[src/rtl/ps2_pkg.sv]
// Shared PS/2 receiver types: FSM state encoding and frame constants.
package ps2_pkg;

  typedef enum logic [1:0] {
    IDLE   = 2'd0,
    DATA   = 2'd1,
    PARITY = 2'd2,
    STOP   = 2'd3
  } ps2State_t;

  localparam int   PS2_DATA_BITS = 8;
  localparam logic PS2_START_BIT = 1'b0;
  localparam logic PS2_STOP_BIT  = 1'b1;

endpackage

[src/rtl/ps2_byte_fifo.sv]
// Show-ahead byte FIFO for received scan codes; rdData reads 0 while empty.
module ps2_byte_fifo #(
  parameter int DEPTH = 4
) (
  input  logic                     clk,
  input  logic                     reset,
  input  logic                     push,
  input  logic [7:0]               pushData,
  input  logic                     pop,
  output logic [7:0]               rdData,
  output logic                     empty,
  output logic                     full,
  output logic [$clog2(DEPTH):0]   count
);

  localparam int AW = $clog2(DEPTH);

  logic [7:0]    mem [DEPTH];
  logic [AW-1:0] wrPtr;
  logic [AW-1:0] rdPtr;
  logic          doPush;
  logic          doPop;

  assign empty  = (count == '0);
  assign full   = (count == (AW+1)'(DEPTH));
  assign doPop  = pop && !empty;
  // A pop in the same cycle frees the slot, so a push into a full FIFO is still accepted.
  assign doPush = push && (!full || doPop);
  assign rdData = empty ? 8'h00 : mem[rdPtr];

  always_ff @(posedge clk) begin
    if (doPush) begin
      mem[wrPtr] <= pushData;
    end
  end

  always_ff @(posedge clk) begin
    if (reset) begin
      wrPtr <= '0;
      rdPtr <= '0;
      count <= '0;
    end else begin
      if (doPush) wrPtr <= wrPtr + 1'b1;
      if (doPop)  rdPtr <= rdPtr + 1'b1;
      if (doPush && !doPop)      count <= count + 1'b1;
      else if (doPop && !doPush) count <= count - 1'b1;
    end
  end

endmodule

[src/rtl/ps2_receiver.sv]
// PS/2 device-to-host receiver: sync, glitch filter, frame FSM and byte FIFO.
// Optional frame timeout enabled by defining PS2_RECEIVER_TIMEOUT_EN.
//
// state  | meaning
// IDLE   | waiting for a start bit on a filtered falling edge
// DATA   | shifting in 8 data bits, LSB first
// PARITY | capturing the odd-parity bit
// STOP   | checking stop bit and parity, then push or report
module ps2_receiver
  import ps2_pkg::*;
#(
  parameter int FILTER_LEN     = 8,
  parameter int FIFO_DEPTH     = 4,
  parameter int TIMEOUT_CYCLES = 5000
) (
  input  logic                          clk,
  input  logic                          reset,
  input  logic                          ps2c,
  input  logic                          ps2d,
  input  logic                          rd_en,
  output logic [7:0]                    rd_data,
  output logic                          empty,
  output logic                          full,
  output logic [$clog2(FIFO_DEPTH):0]   count,
  output logic                          parity_err,
  output logic                          frame_err,
  output logic                          overflow
);

  localparam int FW = (FILTER_LEN > 1) ? $clog2(FILTER_LEN) : 1;

  logic [1:0]    ps2cSync;
  logic [1:0]    ps2dSync;
  logic          ps2cS;
  logic          ps2dS;
  logic          filtClk;
  logic          filtClkD;
  logic [FW-1:0] filtCnt;
  logic          fall;

  ps2State_t     state;
  ps2State_t     stateNext;
  logic [7:0]    shiftReg;
  logic [7:0]    shiftNext;
  logic [2:0]    bitIdx;
  logic [2:0]    idxNext;
  logic          parityBit;
  logic          parNext;
  logic          badPar;
  logic          badStop;
  logic          pushReq;
  logic          parErrNext;
  logic          frmErrNext;
  logic          ovfNext;
  logic          pop;
  logic          timeoutHit;

  assign ps2cS = ps2cSync[1];
  assign ps2dS = ps2dSync[1];
  assign fall  = filtClkD && !filtClk;
  assign pop   = rd_en && !empty;

  always_ff @(posedge clk) begin
    if (reset) begin
      ps2cSync <= 2'b11;
      ps2dSync <= 2'b11;
    end else begin
      ps2cSync <= {ps2cSync[0], ps2c};
      ps2dSync <= {ps2dSync[0], ps2d};
    end
  end

  // Filtered clock only follows a level that has differed for FILTER_LEN straight cycles.
  always_ff @(posedge clk) begin
    if (reset) begin
      filtClk  <= 1'b1;
      filtClkD <= 1'b1;
      filtCnt  <= '0;
    end else begin
      filtClkD <= filtClk;
      if (ps2cS == filtClk) begin
        filtCnt <= '0;
      end else if (filtCnt == FW'(FILTER_LEN - 1)) begin
        filtClk <= ps2cS;
        filtCnt <= '0;
      end else begin
        filtCnt <= filtCnt + 1'b1;
      end
    end
  end

`ifdef PS2_RECEIVER_TIMEOUT_EN
  localparam int TW = (TIMEOUT_CYCLES > 2) ? $clog2(TIMEOUT_CYCLES) : 1;
  logic [TW-1:0] toTimer;

  // Down-counter reloaded on every fall; terminal count while mid-frame means the device stalled.
  always_ff @(posedge clk) begin
    if (reset) begin
      toTimer <= '0;
    end else if (state == IDLE || fall) begin
      toTimer <= TW'(TIMEOUT_CYCLES - 1);
    end else if (toTimer != '0) begin
      toTimer <= toTimer - 1'b1;
    end
  end

  assign timeoutHit = (state != IDLE) && !fall && (toTimer == '0);
`else
  logic unusedTimeoutCfg;
  assign unusedTimeoutCfg = (TIMEOUT_CYCLES > 0);
  assign timeoutHit       = 1'b0;
`endif

  always_ff @(posedge clk) begin
    if (reset) begin
      state      <= IDLE;
      shiftReg   <= '0;
      bitIdx     <= '0;
      parityBit  <= 1'b0;
      parity_err <= 1'b0;
      frame_err  <= 1'b0;
      overflow   <= 1'b0;
    end else begin
      state      <= stateNext;
      shiftReg   <= shiftNext;
      bitIdx     <= idxNext;
      parityBit  <= parNext;
      parity_err <= parErrNext;
      frame_err  <= frmErrNext;
      overflow   <= ovfNext;
    end
  end

  always_comb begin
    stateNext  = state;
    shiftNext  = shiftReg;
    idxNext    = bitIdx;
    parNext    = parityBit;
    badPar     = 1'b0;
    badStop    = 1'b0;
    pushReq    = 1'b0;
    parErrNext = 1'b0;
    frmErrNext = 1'b0;
    ovfNext    = 1'b0;

    if (fall) begin
      case (state)
        IDLE: begin
          if (ps2dS == PS2_START_BIT) begin
            stateNext = DATA;
            idxNext   = '0;
          end
        end
        DATA: begin
          shiftNext = {ps2dS, shiftReg[7:1]};
          if (bitIdx == 3'(PS2_DATA_BITS - 1)) begin
            stateNext = PARITY;
          end else begin
            idxNext = bitIdx + 1'b1;
          end
        end
        PARITY: begin
          parNext   = ps2dS;
          stateNext = STOP;
        end
        STOP: begin
          badPar     = !((^shiftReg) ^ parityBit);
          badStop    = (ps2dS != PS2_STOP_BIT);
          parErrNext = badPar;
          frmErrNext = badStop;
          if (!badPar && !badStop) begin
            if (!full || pop) pushReq = 1'b1;
            else              ovfNext = 1'b1;
          end
          stateNext = IDLE;
        end
        default: stateNext = IDLE;
      endcase
    end

    if (timeoutHit) begin
      stateNext  = IDLE;
      idxNext    = '0;
      frmErrNext = 1'b1;
    end
  end

  ps2_byte_fifo #(
    .DEPTH(FIFO_DEPTH)
  ) uFifo (
    .clk      (clk),
    .reset    (reset),
    .push     (pushReq),
    .pushData (shiftReg),
    .pop      (rd_en),
    .rdData   (rd_data),
    .empty    (empty),
    .full     (full),
    .count    (count)
  );

endmodule
[config.mk]
export PLATFORM = sky130hd
export DESIGN_NAME = ps2_receiver
export DESIGN_NICKNAME = d
export VERILOG_FILES = /design/src/rtl/ps2_pkg.sv /design/src/rtl/ps2_byte_fifo.sv /design/src/rtl/ps2_receiver.sv
export SDC_FILE = /design/constraint.sdc
export NUM_CORES = 1
export LEC_CHECK = 0
export ABC_AREA = 0
export BUFFER_PORTS_ARGS = -buffer_cell sky130_fd_sc_hd__buf_2
export CORE_ASPECT_RATIO = 0.5
export CORE_MARGIN = 8
export CORE_UTILIZATION = 50
export CTS_CLUSTER_SIZE = 28
export DETAILED_ROUTE_END_ITERATION = 8
export GPL_TIMING_DRIVEN = 0
export MAX_ROUTING_LAYER = met4
export PLACE_DENSITY = 0.77
export SLEW_MARGIN = 20
export SYNTH_ARGS = -nofsm -noshare
export SYNTH_HDL_FRONTEND = slang
export SYNTH_SLANG_ARGS = --single-unit
[constraint.sdc]
create_clock -name clk -period 7 [get_ports clk]
set_input_delay 0.7 -clock clk [delete_from_list [all_inputs] [get_ports clk]]
set_output_delay 0.7 -clock clk [all_outputs]
set_load 0.05 [all_outputs]
==> results.cfg <==
[logic_synthesis]
yosysUniqueCellTypes = 37
syn_inst = 208
synthesis.nets = 227
synth.ff_latch_count = 67
async_flop_share_pct = 0
ys_seq_area_share_pct = 59.5
synth_area_sq_um = 2790
synth_edf_count = 32
ys_dominant_reg_cell = dfxtp_1
synth.avg_cell_area_sq_um = 13.4
yosysWarnings = 0

[setup_path]
start_kind = register
reg2reg_depth = 9
crit_arrival_ns = 3.11
worst_setup_path_end_kind = register
worst-path-max-fanout = 7
worstPathRequired_ns = 7.26
crit_type = reg2reg

[clocking]
ctsHoldBuffers = 0
cts_setup_buffers = 0
clockBufferDepth = 2
cts_tree = done
clk_pin_slew_ns = 0.07
root_buffer = clkbuf_8
cts_resized = 0
clk_latency_ns = 0.34
cts_sinks = 67
numCtsBuffers = 9
cts_htree_levels = 3

[timing]
finalClockSkew_ns = 0.0101
period_minus_slack_ns = 2.85
worst_slew_pin_slew_ns = 0.508
max_freq_mhz = 351
hold_viol = 0
slew_headroom_pct = 66.1
fin_tns_setup_ns = 0
setup_viol = 0
post-route-period-util_pct = 40.7
slew_violations = 0
rsz0062_at_grt = false

[placed_design]
port_buffers = 20
place_area_sq_um = 2980
gp_congestion = 0.783
hpwl_microns = 3150

[global_routing]
grt_antenna_before_repair = 0
grt_pass1_wl_microns = 7450
grt_pass1_vias = 1618
grt_start_max_net_pins = 13
overflow = 0
grt.total_usage_pct = 12.2

[routing]
num_vias = 1548
drtAntennaViolNets = 0
routed_wl_microns = 4510
drt-pass1-iter-count = 4
viasPerCell = 4.88
drc_errors = 0
drt-initial-drc-count = 55
wl_per_cell_microns = 14.2

[final_layout]
antenna_cells = 0
syn_to_final_growth_pct = 14.5
final_core_util_pct = 58.7
fin_nets = 258
final_area_sq_um = 3200
drive_gt1_share_pct = 23.8

[pwr]
ir_drop_mv = 0.244
p_total_mw = 1.10
p_leak_nw = 1.29
power_density_nw_per_um2 = 344

[floorplanning]
dieArea_sq_um = 8370
design.core.area_sq_um = 5440
start_util_pct = 51.3
ios = 21
die_h_microns = 68.8
fp-row-count = 19
fp.dieW_microns = 122

[outcome]
outcome = finished, final reports clean

[flow_run]
cap_violations = 0

[worst_hold_path]
worstHoldPathCells = 1
hold_path_class = reg2reg
==> cell type report <==
cell class | instances | area [sq um]
fill | 422 | 2250
sequential | 67 | 1660
multi-input combinational | 127 | 1080
clock buffer | 9 | 124
timing repair buffer | 20 | 100
tap | 73 | 91.3
clock inverter | 7 | 90.1
inverter | 8 | 30.0
buffer | 6 | 23.8
==> placed cells by master, fill, tap and decap left out, types with 2 or more instances in the layout <==
cell type	instances
inv_1	8
xnor2_1	4
nor2_1	18
or3_1	2
buf_2	21
clkbuf_8	9
a21oi_1	6
xor2_1	5
nand3_1	4
nand2_1	12
and2_1	10
clkinv_2	2
nand2b_1	3
bufinv_16	2
nor2b_1	3
clkbuf_1	5
dfxtp_1	35
mux4_2	8
mux2i_1	11
ha_1	13
or2_2	6
and2_2	4
nor4_1	2
edfxtp_1	32
==> registers in the layout, indices dropped and copies added, names as in the netlist, named ones only <==
name,count
filtCnt,3
filtClk,1
frame_err,1
ps2cSync,2
uFifo.count,3
uFifo.mem,32
shiftReg,8
bitIdx,3
filtClkD,1
uFifo.rdPtr,2
uFifo.wrPtr,2
overflow,1
ps2dSync,2
state,2
parityBit,1
parity_err,1
==> worst max-delay path: stages, from the launching register on <==
cell and delay [ns]:
dfxtp_1 0.48, xor2_1 0.20, xnor3_2 0.49, mux2i_4 0.29, ha_1 0.25, inv_1 0.06
fa_1 0.38, xor2_1 0.16, or3_1 0.31, a21oi_1 0.15
==> power by group <==
group          switching (mW)  leakage [nW]  internal [mW]  total [mW]
logic                   0.235         0.605         0.0920       0.327
registers              0.0140         0.580          0.421       0.435
clock network           0.140         0.107          0.199       0.339
==> layer usage <==
| metal | vias to the layer above | global-route usage [%] | share of wire (%) | wire length (microns) |
|---|---|---|---|---|
| li1 | 792 | - | - | - |
| met1 | 728 | 12.3 | 44 | 2000 |
| met2 | 22 | 21.0 | 50 | 2270 |
| met3 | 6 | 5.85 | 4.1 | 183 |
| met4 | 0 | 4.41 | 1.2 | 55 |
| met5 | - | - | 0 | 0 |
==> per-stage QoR <==
stage	std cells	hold slack, ns	worst slack (ns)
2_1_floorplan	208	0.389	4.41
3_3_place_gp	301	0.392	4.30
3_5_place_dp	301	0.392	4.16
4_1_cts	317	0.408	4.13
5_1_grt	317	0.427	4.03
6_report	317	0.408	4.15
==> cells by family after synthesis <==
logic type                 share of synthesized area (%)
muxes                                               11.7
and+or+nand+nor                                     13.6
adders and majority gates                           6.54
DFF                                                 59.5
AOI/OAI and AO/OA                                   2.15
xor gates and xnor gates                            4.48
buffers and inverters                               1.93
==> synthesized netlist by cell type (all sizes together), types with 4 or more instances <==
cell type | instances | area [sq um]
a21oi | 6 | 30.0
and2 | 14 | 92.6
clkbuf | 5 | 18.8
dfxtp | 35 | 701
edfxtp | 32 | 961
ha | 13 | 163
inv | 8 | 30.0
mux2i | 12 | 133
mux4 | 8 | 180
nand2 | 12 | 45.0
nand3 | 4 | 20.0
nor2 | 18 | 67.6
or2 | 6 | 37.5
xnor2 | 4 | 35.0
xor2 | 5 | 43.8
==> worst paths after layout <==
path,end,slack [ns],start
worst max-delay path,uFifo.count[2],4.15,shiftReg[4]
worst min register to register,ps2cSync[1],0.41,ps2cSync[0]
worst max register to register,uFifo.count[2],4.15,shiftReg[4]
worst min-delay path,ps2cSync[1],0.41,ps2cSync[0]
Power figures use the tool's default switching activity.
